$ cat config.mk
export PLATFORM = sky130hd
export DESIGN_NAME = stopwatch_control
export DESIGN_NICKNAME = d
export VERILOG_FILES = /design/src/rtl/stopwatch_control_pkg.sv /design/src/rtl/stopwatch_control_button_debounce.sv /design/src/rtl/stopwatch_control.sv
export SDC_FILE = /design/constraint.sdc
export NUM_CORES = 1
export LEC_CHECK = 0
export CAP_MARGIN = 20
export CORE_MARGIN = 3
export CORE_UTILIZATION = 50
export CTS_CLUSTER_DIAMETER = 30
export DETAILED_ROUTE_END_ITERATION = 8
export GPL_ROUTABILITY_DRIVEN = 0
export PLACE_DENSITY = 0.74
export SYNTH_ARGS = -nofsm -noshare
export SYNTH_HDL_FRONTEND = slang
export SYNTH_HIERARCHICAL = 1
export SYNTH_SLANG_ARGS = --single-unit
$ cat constraint.sdc
create_clock -name clk_10000Hz -period 1.75 [get_ports clk_10000Hz]
set_clock_uncertainty 0.05 [all_clocks]
set_input_delay 0.2625 -clock clk_10000Hz [delete_from_list [all_inputs] [get_ports clk_10000Hz]]
set_output_delay 0.2625 -clock clk_10000Hz [all_outputs]
set_load 0.05 [all_outputs]
$ cat src/rtl/stopwatch_control_pkg.sv
// Shared constants for the stopwatch front-end: mode codes, clock rate and
// the sub-second counter terminal value used by the counter and display stages.
package stopwatch_control_pkg;

    // Mode codes are fixed; all four 2-bit encodings are in use.
    typedef enum logic [1:0] {
        MODE_IDLE = 2'd0,
        MODE_RUN  = 2'd1,
        MODE_LAP  = 2'd2,
        MODE_STOP = 2'd3
    } mode_e;

    localparam int CLK_HZ         = 10000;
    localparam int COUNT_TERMINAL = 10000;

endpackage : stopwatch_control_pkg

$ cat src/rtl/stopwatch_control_button_debounce.sv
// Button front-end: 2-flop synchroniser, debounce counter and a registered
// one-cycle press pulse on each accepted rising level change.
// A raw rise held from cycle 0 gives press_o high in cycle DEBOUNCE_TICKS+3.
module stopwatch_control_button_debounce #(
    parameter int DEBOUNCE_TICKS = 200,
    parameter int CNT_W          = 8
) (
    input  logic clk_i,
    input  logic rst_ni,
    input  logic btn_i,
    output logic press_o
);

    // Counter value on which the next mismatching cycle completes the debounce window.
    localparam logic [CNT_W-1:0] CNT_LAST = CNT_W'(DEBOUNCE_TICKS - 1);

    logic             sync1_q;
    logic             sync2_q;
    logic [CNT_W-1:0] cnt_q;
    logic [CNT_W-1:0] cnt_d;
    logic             stable_q;
    logic             stable_d;
    logic             stable_dly_q;
    logic             press_q;

    // Bring the asynchronous button into the clock domain.
    always_ff @(posedge clk_i or negedge rst_ni) begin
        if (!rst_ni) begin
            sync1_q <= 1'b0;
            sync2_q <= 1'b0;
        end else begin
            sync1_q <= btn_i;
            sync2_q <= sync1_q;
        end
    end

    // Count consecutive cycles the synchronised input disagrees with the accepted level.
    always_comb begin
        cnt_d    = '0;
        stable_d = stable_q;
        if (sync2_q != stable_q) begin
            if (cnt_q == CNT_LAST) begin
                stable_d = ~stable_q;
                cnt_d    = '0;
            end else begin
                cnt_d = cnt_q + CNT_W'(1);
            end
        end
    end

    // Debounce state and the registered rising-edge pulse.
    always_ff @(posedge clk_i or negedge rst_ni) begin
        if (!rst_ni) begin
            cnt_q        <= '0;
            stable_q     <= 1'b0;
            stable_dly_q <= 1'b0;
            press_q      <= 1'b0;
        end else begin
            cnt_q        <= cnt_d;
            stable_q     <= stable_d;
            stable_dly_q <= stable_q;
            press_q      <= stable_q & ~stable_dly_q;
        end
    end

    assign press_o = press_q;

endmodule : stopwatch_control_button_debounce

$ cat src/rtl/stopwatch_control.sv
// Stopwatch mode controller: debounces start/stop and lap/clear buttons and
// runs the IDLE/RUN/LAP/STOP FSM. Outputs are registered and decoded from the
// next state, so they change in the same cycle as mode.
// Handshake: none; each press is a one-cycle pulse consumed in the cycle it
// is high. A start/stop press wins over a same-cycle lap/clear press, which
// is dropped rather than deferred.
// DEBOUNCE_TICKS must be >= 2 and 2**CNT_W must exceed it.
module stopwatch_control
    import stopwatch_control_pkg::*;
#(
    parameter int DEBOUNCE_TICKS = 200,
    parameter int CNT_W          = 8
) (
    input  logic       clk_10000Hz,
    input  logic       reset_n,
    input  logic       btn_start_stop,
    input  logic       btn_lap_clear,
    output logic       count_enable,
    output logic       counter_reset,
    output logic       display_freeze,
    output logic [1:0] mode
);

    logic  ss_press;
    logic  lc_press;
    mode_e state_q;
    mode_e state_d;
    logic  count_enable_q;
    logic  count_enable_d;
    logic  counter_reset_q;
    logic  counter_reset_d;
    logic  display_freeze_q;
    logic  display_freeze_d;

    stopwatch_control_button_debounce #(
        .DEBOUNCE_TICKS (DEBOUNCE_TICKS),
        .CNT_W          (CNT_W)
    ) u_db_start_stop (
        .clk_i   (clk_10000Hz),
        .rst_ni  (reset_n),
        .btn_i   (btn_start_stop),
        .press_o (ss_press)
    );

    stopwatch_control_button_debounce #(
        .DEBOUNCE_TICKS (DEBOUNCE_TICKS),
        .CNT_W          (CNT_W)
    ) u_db_lap_clear (
        .clk_i   (clk_10000Hz),
        .rst_ni  (reset_n),
        .btn_i   (btn_lap_clear),
        .press_o (lc_press)
    );

    // Next-state and next-output decode; start/stop has priority over lap/clear.
    always_comb begin
        state_d         = state_q;
        counter_reset_d = 1'b0;
        if (ss_press) begin
            unique case (state_q)
                MODE_IDLE: state_d = MODE_RUN;
                MODE_RUN:  state_d = MODE_STOP;
                MODE_LAP:  state_d = MODE_STOP;
                MODE_STOP: state_d = MODE_RUN;
                default:   state_d = MODE_IDLE;
            endcase
        end else if (lc_press) begin
            unique case (state_q)
                MODE_IDLE: state_d = MODE_IDLE;
                MODE_RUN:  state_d = MODE_LAP;
                MODE_LAP:  state_d = MODE_RUN;
                MODE_STOP: begin
                    state_d         = MODE_IDLE;
                    counter_reset_d = 1'b1;
                end
                default:   state_d = MODE_IDLE;
            endcase
        end
        count_enable_d   = (state_d == MODE_RUN) || (state_d == MODE_LAP);
        display_freeze_d = (state_d == MODE_LAP);
    end

    // State and output registers.
    always_ff @(posedge clk_10000Hz or negedge reset_n) begin
        if (!reset_n) begin
            state_q          <= MODE_IDLE;
            count_enable_q   <= 1'b0;
            counter_reset_q  <= 1'b0;
            display_freeze_q <= 1'b0;
        end else begin
            state_q          <= state_d;
            count_enable_q   <= count_enable_d;
            counter_reset_q  <= counter_reset_d;
            display_freeze_q <= display_freeze_d;
        end
    end

    assign mode           = state_q;
    assign count_enable   = count_enable_q;
    assign counter_reset  = counter_reset_q;
    assign display_freeze = display_freeze_q;

endmodule : stopwatch_control
==> run_results.csv <==
group,metric,value,unit
grt,grt_pass1_vias,854,
cells_and_area,drive_gt1_share,15.4,%
power,clock_power_share,36.1,%
die,die_h,58.2,µm
setup_path,start_kind,"flip-flop",
cells_and_area,final_nets,141,
timing,period_minus_slack,1590,ps
detailed_routing,wl,1.99,mm
synthesis,synthesis.nets,125,
place,portBuffers,8,
timing,slew_headroom,62.9,%
setup_path,critPathCaptureType,"flip-flop",
detailed_routing,viasPerCell,5.41,
synthesis,syn_area_per_cell,12.1,µm²
clock_tree,cts_tree,"done",
setup_path,required,1890,ps
detailed_routing,drtAntennaViolNets,0,
synthesis,syn_area,0.00136,mm²
power,powerDensity,816,mW/mm²
power,p_total,1270,µW
die,core,0.00254,mm²
timing,report.final.slew_viol_count,0,
die,die_width,58.2,µm
power,p_leak,0.000710,µW
run_status,status,"finished clean",
timing,final.setup.tns,0,ps
setup_path,path_class,"reg2reg",
grt,track_usage,14.5,%
timing,hold_viol,0,
die,die_area,0.00339,mm²
clock_tree,worstSkewPairLatency,320,ps
detailed_routing,drt_first_iter_violations,13,
place,dp.cells,152,
synthesis,synth-seq-cells,31,
power,ir_drop,573,µV
grt,antenna_found_initial,0,
setup_path,worstPathArrival,1740,ps
setup_path,cp_slowest_cell,"o41ai_4",
synthesis,synth_cell_types,22,
clock_tree,ctsHoldBuffers,0,
timing,rsz0062_at_grt,"false",
clock_tree,clockRootBuffer,"clkbuf_4",
detailed_routing,firstDrtPassIters,2,
cells_and_area,synthToLayoutAreaGrowth,13.8,%
place,hpwl,1.44,mm
grt,grt_max_degree,32,
clock_tree,post_cts_buffers,0,
setup_path,path_max_fanout,8,
power,switching_share,21.6,%
timing,fmax,628,MHz
clock_tree,clock-sinks,31,
clock_tree,cts_buffers,5,
grt,grt.overflow.total,0,
synthesis,synthTopCellsByArea,"dfrtp_1, ha_1, o41ai_4, xor2_1, nand3_1",
detailed_routing,drc,0,
power,pwr-share-comb,4.6,%
synthesis,synth_top_area_share,56.9,%
setup_path,worst-path-buf-inv,0,
power,cellInternalPower,992,µW
clock_tree,clockBufferDepth,2,
power,p_sw,273,µW
setup_path,crit_path_cell_trace,"ha_1, nand4b_1, o41ai_4, nor2_1",
power,p_seq_share,59.3,%
job,max_cap_viol_count,0,
die,fp-row-count,18,
synthesis,ys_warn_count,6,
timing,worst_pin_slew,554,ps
synthesis,synth_cells,113,
cells_and_area,final_cells,160,
clock_tree,clk_pin_slew,90,ps
timing,timing.final.crit_share,91.1,%
die,initial_utilization,53.6,%
grt,grt_first_pass_wirelength,3.64,mm
setup_path,slowest_delay,480,ps
detailed_routing,routedWlPerCell,12.5,µm
setup_path,crit_family,"compound AO/OA/AOI/OAI gates",
detailed_routing,vias,865,
worst_hold_path,hold_class,"in2async",
synthesis,yosysSeqAreaShare,56.9,%
timing,setup_violations,0,
clock_tree,cts.htree.levels,2,
synthesis,yosysTopAreaCell,"dfrtp_1",
die,io_pins,9,
cells_and_area,antenna_cells,0,
-- cell usage in the layout (no fill, tap or decap) --
cell	count
mux2_2	2
a21oi_2	2
a211oi_1	1
o21ai_0	6
a211o_1	1
nand2_1	2
xor2_1	6
o41ai_4	2
xnor2_1	2
clkbuf_1	1
mux2i_1	3
nor4_1	1
clkbuf_8	2
nor4_2	1
ha_1	8
dfrtp_1	31
nand3_1	8
and3b_1	1
or3_1	6
inv_1	9
nor2b_1	3
nand4b_1	2
a21oi_1	4
clkdlybuf4s50_1	3
nor2_1	10
nand4_1	2
buf_4	6
clkbuf_4	5
-- cell type report --
class	count	area, µm²
Clock buffer	8	68.8
Fill cell	203	993
Inverter	9	33.8
Multi-Input combinational cell	73	561
Sequential cell	31	776
Tap cell	30	37.5
Timing Repair Buffer	9	75.1
-- through the flow --
| stage | util, % | area [µm²] | hold slack [ps] | setup WS, ps |
|---|---|---|---|---|
| after global placement | 58.0 | 1480 | 285 | 204 |
| after floorplan | - | 1360 | -83.1 | 126 |
| final | 61.0 | 1550 | 261 | 156 |
| after detailed placement | 58.0 | 1480 | 286 | 182 |
| after global routing | 61.0 | 1550 | 285 | 0.167 |
| after CTS | 60.7 | 1550 | 276 | 137 |
-- synth_stat cells, drive strengths merged --
library cell  number
nand3              8
xnor2              2
mux2               2
nand2              2
nand4              2
nor2b              3
a21oi              6
mux2i              3
a211oi             1
inv                9
or3                6
dfrtp             31
nor4               2
nor2              10
o21ai              6
nand4b             2
and3b              1
o41ai              2
xor2               6
a211o              1
ha                 8
-- layer usage --
layer	GRT usage, %	share of wire, %
met3	4.68	4.9
met5	0	0
met4	6.95	2.4
met2	23.4	46
met1	17.6	47
-- logic make-up (layout without fill, tap and decap cells) --
family	after synthesis	in the layout	share of synthesized area, %
xor+xnor	8	8	5.14
mux	5	5	3.85
compound gates	16	16	10.2
fa+ha+maj	8	8	7.34
simple gates	36	36	14.1
flops	31	31	56.9
buf+inv	9	26	2.48
-- what timing repair did --
action / CTS / global route
setup endpoints to repair: 0 / 1
gates resized for setup: 0 / 1
endpoints found under the hold margin: 0 / 0
-- power by group through the flow --
stage,sequential [µW],combinational [µW],clock (µW)
2_1_floorplan,761,31.8,0
5_1_grt,754,68.4,506
3_3_place_gp,763,58.5,0
6_report,750,58.7,457
4_1_cts,750,60.8,472
3_5_place_dp,764,60.6,0
-- worst paths after layout --
path / start / to / slack, ps / cells after the start
hold reg to reg: u_db_lap_clear/sync1_q$_DFF_PN0_ / u_db_lap_clear/sync2_q$_DFF_PN0_ / 300 / 0
max in group asynchronous: reset_n / count_enable$_DFF_PN0_ / 1120 / 2
setup / recovery: u_db_lap_clear/cnt_q[0]$_DFF_PN0_ / u_db_lap_clear/cnt_q[4]$_DFF_PN0_ / 160 / 4
min in group clk_10000Hz: u_db_lap_clear/sync1_q$_DFF_PN0_ / u_db_lap_clear/sync2_q$_DFF_PN0_ / 300 / 0
hold / removal: reset_n / u_db_lap_clear/cnt_q[5]$_DFF_PN0_ / 260 / 2
setup reg to reg: u_db_lap_clear/cnt_q[0]$_DFF_PN0_ / u_db_lap_clear/cnt_q[4]$_DFF_PN0_ / 160 / 4
Note: power is estimated with default switching activity, not from simulation.
